## config.mk

```make
export PLATFORM = sky130hd
export DESIGN_NAME = prio_decoder_seq
export DESIGN_NICKNAME = d
export VERILOG_FILES = /design/src/rtl/prio_decoder_seq.sv
export SDC_FILE = /design/constraint.sdc
export NUM_CORES = 1
export LEC_CHECK = 0
export ABC_AREA = 1
export ABC_CLOCK_PERIOD_IN_PS = 3350
export BUFFER_PORTS_ARGS = -buffer_cell sky130_fd_sc_hd__buf_2
export CORE_MARGIN = 3
export CORE_UTILIZATION = 45
export CTS_BUF_LIST = sky130_fd_sc_hd__clkbuf_16
export DETAILED_ROUTE_END_ITERATION = 12
export PLACE_DENSITY_LB_ADDON = 0.1
export SLEW_MARGIN = 25
export SYNTH_ARGS = -nofsm -noshare
export SYNTH_HDL_FRONTEND = slang
export SYNTH_HIERARCHICAL = 1
export SYNTH_SLANG_ARGS = --single-unit
export TNS_END_PERCENT = 100
```

## constraint.sdc

```tcl
create_clock -name clk -period 3.35 [get_ports clk]
set_clock_uncertainty 0.2 [all_clocks]
set_input_delay 0.67 -clock clk [delete_from_list [all_inputs] [get_ports clk]]
set_output_delay 0.67 -clock clk [all_outputs]
set_load 0.02 [all_outputs]
```

## src/rtl/prio_decoder_seq.sv

```systemverilog
// prio_decoder_seq: receive side of the priority-encoder request path.
// Takes an encoded index (in_code) and its any-active flag (in_z). It then
// drives a registered one-hot pulse for HOLD cycles and keeps a sticky
// per-bit pending register.
//
// Parameters: N    code width; the output is 2**N bits wide.
//             HOLD number of cycles each pulse is driven (1..255).
// Ports:
//   clk, rst_n       clock and asynchronous active-low reset
//   in_valid/ready   handshake; a transfer happens when both are high at a rising edge
//   in_code, in_z    encoded index and its "index meaningful" flag
//   out_onehot       registered one-hot pulse; zero when no pulse is driven
//   out_active       high while out_onehot is nonzero
//   pending, clr     sticky OR of decoded bits, with a per-bit clear (a set wins over a clear)
//   null_cnt         saturating count of accepted codes that have in_z=0
// Optional macro PRIO_DEC_B2B_EN: the block also accepts a code in the last
// DRIVE cycle, so back-to-back pulses have no zero gap between them.

// One pending bit: set has priority over clear in the same cycle.
module prio_pend_bit (
   input  logic clk,
   input  logic rst_n,
   input  logic set,
   input  logic clr,
   output logic q
);
   always_ff @(posedge clk or negedge rst_n)
      if (!rst_n) q <= 1'b0;
      else        q <= (q & ~clr) | set;
endmodule

module prio_decoder_seq #(
   parameter int N    = 4,
   parameter int HOLD = 4
) (
   input  logic              clk,
   input  logic              rst_n,
   input  logic              in_valid,
   output logic              in_ready,
   input  logic [N-1:0]      in_code,
   input  logic              in_z,
   output logic [(1<<N)-1:0] out_onehot,
   output logic              out_active,
   output logic [(1<<N)-1:0] pending,
   input  logic [(1<<N)-1:0] clr,
   output logic [7:0]        null_cnt
);
   localparam int W = 1 << N;
   localparam logic [7:0] CNT_INIT = 8'(HOLD - 1);

   typedef enum logic {IDLE, DRIVE} state_t;

   state_t         state;
   logic [7:0]     cnt;
   logic           xfer;
   logic [W-1:0]   dec;
   logic [W-1:0]   set_vec;

`ifdef PRIO_DEC_B2B_EN
   assign in_ready = (state == IDLE) || (cnt == 8'd0);
`else
   assign in_ready = (state == IDLE);
`endif

   assign xfer    = in_valid && in_ready;
   assign dec     = {{(W-1){1'b0}}, 1'b1} << in_code;
   assign set_vec = (xfer && in_z) ? dec : '0;

   always_ff @(posedge clk or negedge rst_n) begin
      if (!rst_n) begin
         state      <= IDLE;
         cnt        <= 8'd0;
         out_onehot <= '0;
         out_active <= 1'b0;
         null_cnt   <= 8'd0;
      end else begin
         case (state)
            IDLE: begin
               if (xfer) begin
                  if (in_z) begin
                     out_onehot <= dec;
                     out_active <= 1'b1;
                     cnt        <= CNT_INIT;
                     state      <= DRIVE;
                  end else if (null_cnt != 8'hFF) begin
                     null_cnt <= null_cnt + 8'd1;
                  end
               end
            end
            DRIVE: begin
               if (cnt != 8'd0) begin
                  cnt <= cnt - 8'd1;
               end else begin
`ifdef PRIO_DEC_B2B_EN
                  // The last pulse cycle doubles as an accept slot.
                  if (xfer && in_z) begin
                     out_onehot <= dec;
                     out_active <= 1'b1;
                     cnt        <= CNT_INIT;
                  end else begin
                     out_onehot <= '0;
                     out_active <= 1'b0;
                     state      <= IDLE;
                     if (xfer && null_cnt != 8'hFF) null_cnt <= null_cnt + 8'd1;
                  end
`else
                  out_onehot <= '0;
                  out_active <= 1'b0;
                  state      <= IDLE;
`endif
               end
            end
            default: state <= IDLE;
         endcase
      end
   end

   // One sticky cell per output lane.
   for (genvar i = 0; i < W; i++) begin : g_pend
      prio_pend_bit u_pend (
         .clk  (clk),
         .rst_n(rst_n),
         .set  (set_vec[i]),
         .clr  (clr[i]),
         .q    (pending[i])
      );
   end
endmodule
```

==> summary.txt <==
Power
  • Maximum vdd drop: 0.000292 V
  • Clk network pwr share: 0.255
  • Sw Ratio: 0.380
  • Psw: about 750 uW
  • Leakage power: 0.00176 uW
  • Pwr Density: around 660 nW/um^2
  • Cell Int Power: 1220 uW
  • Sequential power share: 0.417
  • Comb power frac: 0.328
  • Power Total: 1960 uW

Synth
  • Syn_area_per_cell: about 8 um^2
  • Synth top area share: 0.515
  • Post-Syn Nets: 331
  • Most frequent cell after synthesis: nand2_1
  • Synth Instances: about 300
  • Mapped Area: 2430 um^2
  • Yosys reg bits: 50
  • Yosys top cell by area: dfrtp_1
  • Area contributors post-synth: dfrtp_1 52%, nand2_1 14%, inv_1 8.8%
  • Post-synthesis sequential area ratio: 0.515
  • Yosys warning count: 6
  • Top_reg_cell synth: dfrtp_1
  • EDFF count, synth: 0
  • Netlist cell types: 22
  • Async set-reset flop share out of synthesis: 1.00
  • Commonest cells in the netlist: 90 x nand2_1, 57 x inv_1, 50 x dfrtp_1

Timing
  • Setup Viol. Count Final: 0
  • Max Slew Vio Count: 0
  • RSZ-0062 raised after global routing: false
  • Min Tclk post-route: about 2.0 ns
  • Slew @ Worst Pin: 0.551 ns
  • Final hold violations: 0
  • Period utilisation layout: 0.589
  • Fmax: between 500 and 600 MHz
  • Max-Slew Margin vs Limit: 0.633
  • Setup TNS: 0 ns
  • Final worst slack: about 1.4 ns

Worst setup path
  • Worst r2r src: cnt[0]$_DFFE_PN0P_
  • Startpoint Class: register
  • Arrival @ worst endpoint: 1.10 ns
  • Worst Setup SP: state$_DFF_PN0_
  • Crit end category: output pin
  • Critical path class: reg2out
  • CP required: ~2.5 ns
  • CP max FO: 8

Placement
  • GP Congestion: around 0.8
  • Post-DP Area: ~2800 um^2
  • DP HPWL: 3.60 mm
  • IO buf count: 65
  • Setup WS pre-CTS: approximately 1.4 ns

Worst hold path
  • Worst hold path class: in2async

Final layout
  • Nets: approximately 400
  • Syn-to-layout area delta: 21.6%
  • Post-route cell area: 2950 um^2
  • Fraction of layout cells with a size suffix above 1: 0.243
  • Filler Cell Count: 493
  • Diodes inserted: 0

Floorplan
  • Chip width: around 79 um
  • Core area: approximately 5200 um^2
  • DIE HEIGHT: 79.5 um
  • Initial Util: 0.470
  • Rows: 26
  • Die footprint: 6310 um^2
  • IO Pins: 66

Global routing
  • Global router's overall resource usage: 0.170
  • Antenna violations before repair: 0
  • GRT Residual Overflow: 0
  • Largest net degree at the start of global routing: 27
  • Global-route wire length before repair: between 8 and 9 mm
  • Vias in the first global route: 1895

Drt
  • WL final: 4.92 mm
  • Top Metal Used: met4
  • Wire length on met3: 282 um
  • Met2 wire length: around 2.2 mm
  • Initial DRC Count: 95
  • Pre-antenna DRT Iters: 4
  • Final ANT Viol Nets: 0
  • Drt drc: 0
  • Avg Vias per Cell: 4.57
  • Met1 Wirelength: between 2 and 2.5 mm
  • Drt wl/cell: 11.1 um
  • Vias: 2028

Clock tree
  • CTS tree: yes
  • Post-CTS Resized: 0
  • Hold Buf Count CTS: 0
  • CTS Sinks: 50
  • Clock latency on the worst-skew pair: approximately 0.29 ns
  • Depth of the CTS H-tree: 2
  • Reg clk slew, reported paths: 0.07 ns
  • Root buffer cell: clkbuf_16
  • CTS Buf Count: 5
  • Post-CTS Setup Repair Bufs: 0
  • Clock buffer depth: 2

Run
  • # Max-Cap Violations: 0

Outcome
  • Status: finished clean
[critical path, cell delays in order, from the launching register on]
cell and delay, ns:
dfrtp_1 0.51, inv_6 0.14, buf_2 0.17
[cells by family after synthesis]
logic type,synth area share
fa+ha+maj,0.0103
xor+xnor,0.0289
simple gates,0.299
flops,0.515
buf+inv,0.116
compound gates,0.0309
[power by group through the flow]
stage	Combinational, uW	Clock, uW	Sequential, uW
floorplan	427	0	887
detailed placement	652	0	832
global route	738	544	836
global placement	638	0	831
CTS	654	516	820
finish	644	501	820
[cells in the final DEF, fill, tap and decap left out, types with 3 or more instances in the layout]
master     count
nand2_1       90
nand3_1       24
nor2_4         3
nor2_1        24
nand4_1        4
inv_2          5
dfrtp_1       50
o21ai_1       14
clkbuf_16      5
inv_1         57
nand2_2        3
buf_2         65
nor3_1         8
xnor2_1        7
nand3_2        3
[metal layers]
metal	track usage	up-vias
met5	0	-
met4	0.0515	0
met3	0.0418	6
met1	0.229	919
met2	0.270	50
li1	-	1053
[path summary, 6_finish.rpt]
path                            cells after the start  slack (ns)                       endpoint
worst max-delay path                                2        1.38                       in_ready
worst min-delay path                                1        0.16             cnt[2]$_DFFE_PN0P_
max in group asynchronous                           2        2.06  g_pend[13].u_pend/q$_DFF_PN0_
worst min register to register                      2        0.27   g_pend[0].u_pend/q$_DFF_PN0_
min in group clk                                    2        0.27   g_pend[0].u_pend/q$_DFF_PN0_
worst max register to register                      7        1.51      out_onehot[7]$_DFFE_PN0P_
[flip-flops by register name, indices dropped and copies added, names as in the netlist]
register / cells
g_pend.u_pend/q: 16
out_onehot: 16
cnt: 8
null_cnt: 8
out_active: 1
state: 1
[final cells by class]
class	count	area, um^2	area share
Clock inverter	3	20.0	0.00678
Tap cell	70	87.6	0.0296
Multi-Input combinational cell	187	896	0.303
Sequential cell	50	1250	0.424
Inverter	63	241	0.0817
Timing Repair Buffer	66	333	0.113
Clock buffer	5	125	0.0424
[through the flow]
stage / util / hold WS [ns] / instances
after floorplan: - / 0.174 / 305
after global placement: 0.543 / 0.250 / 436
after detailed placement: 0.543 / 0.254 / 436
after CTS: 0.571 / 0.185 / 444
after global routing: 0.571 / 0.212 / 444
final: 0.571 / 0.160 / 444
(Power assumes the default switching activity.)
